[src/rtl/btn_cond.sv]
// Push-button conditioner: 2-flop synchronizer, debounce FSM, registered level/press/release.
// Define BTN_COND_REPEAT_EN to add auto-repeat press pulses while the button is held.
module btn_cond #(
  parameter int DEBOUNCE_CYCLES = 1000000,
  parameter int REPEAT_DELAY    = 50000000,
  parameter int REPEAT_PERIOD   = 10000000
) (
  input  logic clk,
  input  logic rst_n,
  input  logic btn_raw,
  output logic btn_level,
  output logic btn_press,
  output logic btn_release
);

  localparam int CNT_W = $clog2(DEBOUNCE_CYCLES);
  localparam logic [CNT_W-1:0] CNT_MAX = CNT_W'(DEBOUNCE_CYCLES - 1);

  localparam logic [1:0] ST_RELEASED     = 2'd0;
  localparam logic [1:0] ST_PRESS_PEND   = 2'd1;
  localparam logic [1:0] ST_HELD         = 2'd2;
  localparam logic [1:0] ST_RELEASE_PEND = 2'd3;

  logic             sync1_q, sync2_q;
  logic [1:0]       state_q, state_d;
  logic [CNT_W-1:0] cnt_q, cnt_d;
  logic             level_q, level_d;
  logic             press_q, release_q;
  logic             press_fsm, release_d;
  logic             rpt_fire;

  // NOTE: sequential state uses non-blocking assignments so every flop samples pre-edge values.
  always_ff @(posedge clk or negedge rst_n) begin
    if (!rst_n) begin
      sync1_q <= 1'b0;
      sync2_q <= 1'b0;
    end else begin
      sync1_q <= btn_raw;
      sync2_q <= sync1_q;
    end
  end

  // NOTE: every combinational output gets a default first, so no path can infer a latch.
  always_comb begin
    state_d   = state_q;
    cnt_d     = cnt_q;
    press_fsm = 1'b0;
    release_d = 1'b0;
    case (state_q)
      ST_RELEASED: begin
        if (sync2_q) begin
          state_d = ST_PRESS_PEND;
          cnt_d   = '0;
        end
      end
      ST_PRESS_PEND: begin
        if (!sync2_q) begin
          state_d = ST_RELEASED;
          cnt_d   = '0;
        end else if (cnt_q == CNT_MAX) begin
          state_d   = ST_HELD;
          cnt_d     = '0;
          press_fsm = 1'b1;
        end else begin
          cnt_d = cnt_q + 1'b1;
        end
      end
      ST_HELD: begin
        if (!sync2_q) begin
          state_d = ST_RELEASE_PEND;
          cnt_d   = '0;
        end
      end
      ST_RELEASE_PEND: begin
        if (sync2_q) begin
          state_d = ST_HELD;
          cnt_d   = '0;
        end else if (cnt_q == CNT_MAX) begin
          state_d   = ST_RELEASED;
          cnt_d     = '0;
          release_d = 1'b1;
        end else begin
          cnt_d = cnt_q + 1'b1;
        end
      end
      default: begin
        state_d = ST_RELEASED;
        cnt_d   = '0;
      end
    endcase
    level_d = (state_d == ST_HELD) || (state_d == ST_RELEASE_PEND);
  end

`ifdef BTN_COND_REPEAT_EN
  localparam logic [31:0] RPT_FIRST = 32'(REPEAT_DELAY - 1);
  localparam logic [31:0] RPT_STEP  = 32'(REPEAT_PERIOD);

  // rtgt_q holds the rcnt value at which the next repeat fires; avoids a modulo.
  logic [31:0] rcnt_q, rcnt_d, rtgt_q, rtgt_d;

  always_comb begin
    rcnt_d   = rcnt_q;
    rtgt_d   = rtgt_q;
    rpt_fire = 1'b0;
    if (state_q == ST_PRESS_PEND && state_d == ST_HELD) begin
      rcnt_d = '0;
      rtgt_d = RPT_FIRST;
    end else if (state_q == ST_HELD) begin
      if (rcnt_q != '1) rcnt_d = rcnt_q + 32'd1;
      if (sync2_q && rcnt_q == rtgt_q && rcnt_q != '1) begin
        rpt_fire = 1'b1;
        rtgt_d   = (rtgt_q > (32'hFFFF_FFFF - RPT_STEP)) ? '1 : rtgt_q + RPT_STEP;
      end
    end
  end

  always_ff @(posedge clk or negedge rst_n) begin
    if (!rst_n) begin
      rcnt_q <= '0;
      rtgt_q <= RPT_FIRST;
    end else begin
      rcnt_q <= rcnt_d;
      rtgt_q <= rtgt_d;
    end
  end
`else
  assign rpt_fire = 1'b0;
`endif

  always_ff @(posedge clk or negedge rst_n) begin
    if (!rst_n) begin
      state_q   <= ST_RELEASED;
      cnt_q     <= '0;
      level_q   <= 1'b0;
      press_q   <= 1'b0;
      release_q <= 1'b0;
    end else begin
      state_q   <= state_d;
      cnt_q     <= cnt_d;
      level_q   <= level_d;
      press_q   <= press_fsm | rpt_fire;
      release_q <= release_d;
    end
  end

  assign btn_level   = level_q;
  assign btn_press   = press_q;
  assign btn_release = release_q;

endmodule

[config.mk]
export PLATFORM = sky130hd
export DESIGN_NAME = btn_cond
export DESIGN_NICKNAME = d
export VERILOG_FILES = /design/src/rtl/btn_cond.sv
export SDC_FILE = /design/constraint.sdc
export NUM_CORES = 1
export LEC_CHECK = 0
export CAP_MARGIN = 5
export CELL_PAD_IN_SITES_DETAIL_PLACEMENT = 1
export CELL_PAD_IN_SITES_GLOBAL_PLACEMENT = 2
export CORE_UTILIZATION = 35
export DETAILED_ROUTE_END_ITERATION = 7
export HOLD_SLACK_MARGIN = 0.02
export PLACE_DENSITY_LB_ADDON = 0.08
export SLEW_MARGIN = 20
export SYNTH_ARGS = -nofsm -noshare
export SYNTH_HDL_FRONTEND = slang
export SYNTH_SLANG_ARGS = --single-unit
[constraint.sdc]
create_clock -name clk -period 2.3 [get_ports clk]
set_clock_uncertainty 0.2 [all_clocks]
set_input_delay 0.345 -clock clk [delete_from_list [all_inputs] [get_ports clk]]
set_output_delay 0.345 -clock clk [all_outputs]
set_load 0.05 [all_outputs]
After elaboration in Yosys (flattened, before gate mapping)
Cells that the tools add are included.
{ "word_totals": {"register_bits": 27, "input_bits": 3, "elab_cells": 37, "output_inout_bits": 3} }
{ "classes": {"n_addsub": 1, "reduce_logical": 3, "eq_ne": 8, "n_mux": 18} }
{ "op_table": {"columns": ["op", "count"], "rows": [
  ["$mux 20", 5],
  ["$pmux 20 s4", 1],
  ["$add 20x1->20 const B", 1],
  ["$eq 20x20->1 const B", 1],
  ["$mux 2", 6],
  ["$eq 2x2->1 const B", 4],
  ["$pmux 2 s4", 1],
  ["$mux 1", 5],
  ["$ne 2x2->1 const B", 2],
  ["$eq 2x1->1 const B", 1],
  ["$logic_not 2->1", 1],
  ["$reduce_and 2->1", 1],
  ["$logic_or 1x1->1", 1]
]} }

Depth between registers and ports, before layout
{ "logic_depth": {"word_depth": 6, "ltp_mapped": 7, "mapped_depth_nobuf": 6} }

Least setup slack after synthesis
No wires, ideal clock.
{ "synth_timing": {"path_type": "register -> register", "start": "register cnt_q[7]", "end": "register cnt_q[5]", "slack_ps": 209, "arrival_time_ps": 1756, "path_stages_with_launch": 7, "setup_ps": 136, "synth_period_minus_slack_ps": 2091, "required_ps": 1964, "path_buffers": 1, "cell_sequence": "dfrtp_1 > or4b_4 > nor4_4 > a21oi_2 > buf_6 > a41oi_2 > a31oi_1"} }
{ "synth_via": {"elab_chain_cells": 4, "word_cells_on_any_way": 5, "cone_classes": "eq/ne (1); mux (4)"} }
{ "synth_lines": {"columns": ["item", "line_no", "rtl"], "rows": [
  ["start, declared", "26", "logic [CNT_W-1:0] cnt_q, cnt_d;"],
  ["start signal, assigned", "139", "cnt_q <= cnt_d;"],
  ["$eq 20x20->1 *", "60, 78", null],
  ["$mux 20 *", "60, 78", null],
  ["$mux 20, on equally long branches", "75, 57", null],
  ["$pmux 20 s4 *", "49", "case (state_q)"]
]} }
Every way passes the cells marked *; elsewhere a longest branch is shown, timed or not.
A chain may end at the register's enable or synchronous reset.

Final worst setup path
{ "layout_timing": {"start": "register cnt_q[8]", "end": "register cnt_q[18]"} }
{ "layout_via": {"elab_chain_cells": 4, "word_cells_on_any_way": 6, "cone_classes": "add/sub (1); eq/ne (1); mux (4)"} }
{ "layout_lines": {"columns": ["item", "line_no"], "rows": [
  ["$add 20x1->20 / $eq 20x20->1 (equally long branches)", null],
  ["$mux 20 *", "60, 78"],
  ["$mux 20, on equally long branches", "75, 57"],
  ["$pmux 20 s4 *", "49"]
]} }
Marks and branches as above.

==> results by group <==
CTS
  • Post-CTS setup buffer count: 0
  • Cts-stage hold buffer count: 0
  • Clock transition at path regs: 0.09 ns
  • CTS max path bufs: 2
  • CTS tree: done
  • Clock root buffer: clkbuf_8
  • Total CTS buffers: 3
  • H-tree lvl count: 1
  • Clk sink count: 27
  • Clk_lat worst skew: about 0.27 ns

Synthesis
  • Most frequent cell after synthesis: dfrtp_1
  • Synth async-reset ratio: 100.0%
  • Synth cell types: 39
  • Post-synthesis instance total: 137
  • Post-synthesis cell area: 1413 um2
  • Post-synth top area share: 47.83%
  • Post-synth EDFFs: 0
  • Synth warn: 0
  • Syn Area/Cell: 10.31 um2
  • Primary FF master, synth: dfrtp_1
  • Largest area contributor in the netlist: dfrtp_1
  • Syn Nets: between 100 and 150
  • Sequential area share after synthesis: roughly 48%
  • Top cells by count, synth: dfrtp_1, nand2_1, a21oi_1, a31oi_1, nand3_1
  • #FFs+latches synth: 27
  • Synth top area cells: dfrtp_1, a31oi_1, nand2_1

GRT
  • First-pass GRT wire length: 5.809 mm
  • All-Layer GR Usage: 17.72%
  • Pin count of the biggest net entering global routing: 28
  • Initial antenna violation count: 0
  • Vias in the first global route: about 1200
  • Total gr overflow: 0

Route
  • Remaining DRCs: 0
  • Detail-routed via count per cell: 5.456
  • Total Wirelength: 3.184 mm
  • Routed Antenna Nets: 0
  • Initial drt markers: 50
  • Detailed Routing Iterations Pass 1: 4
  • Vias after detailed routing: around 1100
  • DR WL/cell: 15.46 um

Floorplan
  • Die height: 65.53 um
  • Die area: 4294 um2
  • Row cnt: 22
  • Die W: 65.53 um
  • Boundary pin count: 6
  • Initial core utilization: between 30% and 40%
  • Core area: 3771 um2

Flow run
  • Max-cap violations: 0

Placement
  • Gpl congestion: 0.7785
  • Final HPWL DP: 2.371 mm
  • IO Port Bufs: 5

Outcome
  • Status: finished clean

Final layout
  • Ant diodes: 0
  • Layout net count: between 150 and 200
  • FILL cells: 421
  • Area Growth Syn to Fin: 19.31%
  • Layout cells sized above 1: 18.99%

STA
  • Final Max Tran Viols: 0
  • Final hold slack: 0.1659 ns
  • Max Freq: 466.2 MHz
  • RSZ-0062 raised after global routing: no
  • Final Hold Fails: 0
  • Max_slew headroom: 64.94%
  • Setup-failing EPs final: 0
  • Final worst path period share: 93.27%
  • Final min period: between 2 and 2.5 ns
  • Setup TNS: 0 ns
  • Worst-Margin Slew: 0.5240 ns

Setup path
  • Worst EP arrival: 2.12 ns
  • Crit path required time: around 2.3 ns
  • CP Max Fanout: 12
  • CP Class: flop to flop
  • Crit start category: flop
  • Worst reg-to-reg setup slack: 0.15 ns
  • Nature of the critical path endpoint: flop

Power and ir drop
  • Static Leak: 0.0007672 uW
  • Power Density: 488.2 nW/um2
  • Worst vdd ir: about 0.34 mV

Worst hold path
  • Worst min-delay path class: flop to flop
power by group:
part           internal (uW)  switching (uW)  total (uW)
clock                    122             151         272
combinational           27.1            38.2        65.4
sequential               480            5.01         485
layer usage:
metal	share of wire, %	track usage [%]	up-vias
met2	46	27.71	12
li1	-	-	549
met1	50	24.10	556
met5	0	0	-
met4	1.5	5.163	0
met3	3.0	4.340	7
what timing repair did:
action / CTS / global route
hold endpoints to repair: 0 / 0
setup endpoints to repair: 0 / 4
resized for setup: 0 / 2
sequential cells by signal (all words and copies together) (netlist names):
name         flops
btn_release      1
btn_level        1
sync2_q          1
cnt_q           20
state_q          2
btn_press        1
sync1_q          1
final timing paths:
| path | depth (start not counted) | to | startpoint |
|---|---|---|---|
| worst max-delay path | 6 | cnt_q[18]$_DFFE_PN0P_ | cnt_q[8]$_DFFE_PN0P_ |
| worst min-delay path | 0 | sync2_q$_DFF_PN0_ | sync1_q$_DFF_PN0_ |
| worst max register to register | 6 | cnt_q[18]$_DFFE_PN0P_ | cnt_q[8]$_DFFE_PN0P_ |
| worst min register to register | 0 | sync2_q$_DFF_PN0_ | sync1_q$_DFF_PN0_ |
| max in group asynchronous | 2 | cnt_q[7]$_DFFE_PN0P_ | rst_n |
| min in group asynchronous | 2 | cnt_q[15]$_DFFE_PN0P_ | rst_n |
cell type report:
cell class / count / area (um2) / share of cell area, %
timing repair buffer: 21 / 182.7 / 10.84
clock buffer: 3 / 41.29 / 2.450
clock inverter: 1 / 5.005 / 0.2970
multi-input combinational: 103 / 709.4 / 42.09
tap: 48 / 60.06 / 3.563
inverter: 3 / 11.26 / 0.6682
sequential: 27 / 675.6 / 40.09
logic make-up (layout without fill, tap and decap cells):
group,after synthesis,count (layout),share of synthesized area (%)
AO/OA/AOI/OAI,40,40,18.87
XOR/XNOR,2,2,1.240
adder cells (fa/ha/maj),1,1,0.8856
buffers and inverters,7,28,2.923
flip-flops,27,27,47.83
multiplexers,3,3,2.303
AND/OR/NAND/NOR,57,57,25.95
critical path, stage by stage, from the launching register on:
cell	delay, ns
dfrtp_1	0.41
or4b_4	0.54
nor4_4	0.23
a21oi_4	0.14
buf_12	0.17
a32o_1	0.21
a21o_1	0.15
metrics by stage:
stage / util (%) / cell area (um2) / setup WS, ns / std cells / total power [uW]
after floorplan: - / 1413 / 0.2085 / 137 / 528.4
after global placement: 43.10 / 1625 / 0.1085 / 202 / 558.7
after detailed placement: 43.10 / 1625 / 0.08893 / 202 / 560.4
after CTS: 44.33 / 1672 / 0.05976 / 206 / 847.7
after global routing: 44.69 / 1685 / 0.04887 / 206 / 865.0
final: 44.69 / 1685 / 0.1549 / 206 / 822.9
cell usage in the layout (no fill, tap or decap), types with 3 or more instances in the layout:
| cell type | count |
|---|---|
| o21ai_0 | 4 |
| buf_4 | 15 |
| clkdlybuf4s50_1 | 5 |
| clkbuf_8 | 3 |
| a21oi_1 | 9 |
| and2_1 | 3 |
| nor2_1 | 5 |
| nand2_1 | 13 |
| inv_1 | 3 |
| a22o_1 | 4 |
| or3_1 | 3 |
| a21o_1 | 6 |
| nor3_1 | 5 |
| dfrtp_1 | 27 |
| a31oi_1 | 9 |
| o21ai_1 | 3 |
| and3_1 | 3 |
| nand3_1 | 8 |
Note: power is estimated with default switching activity, not from simulation.
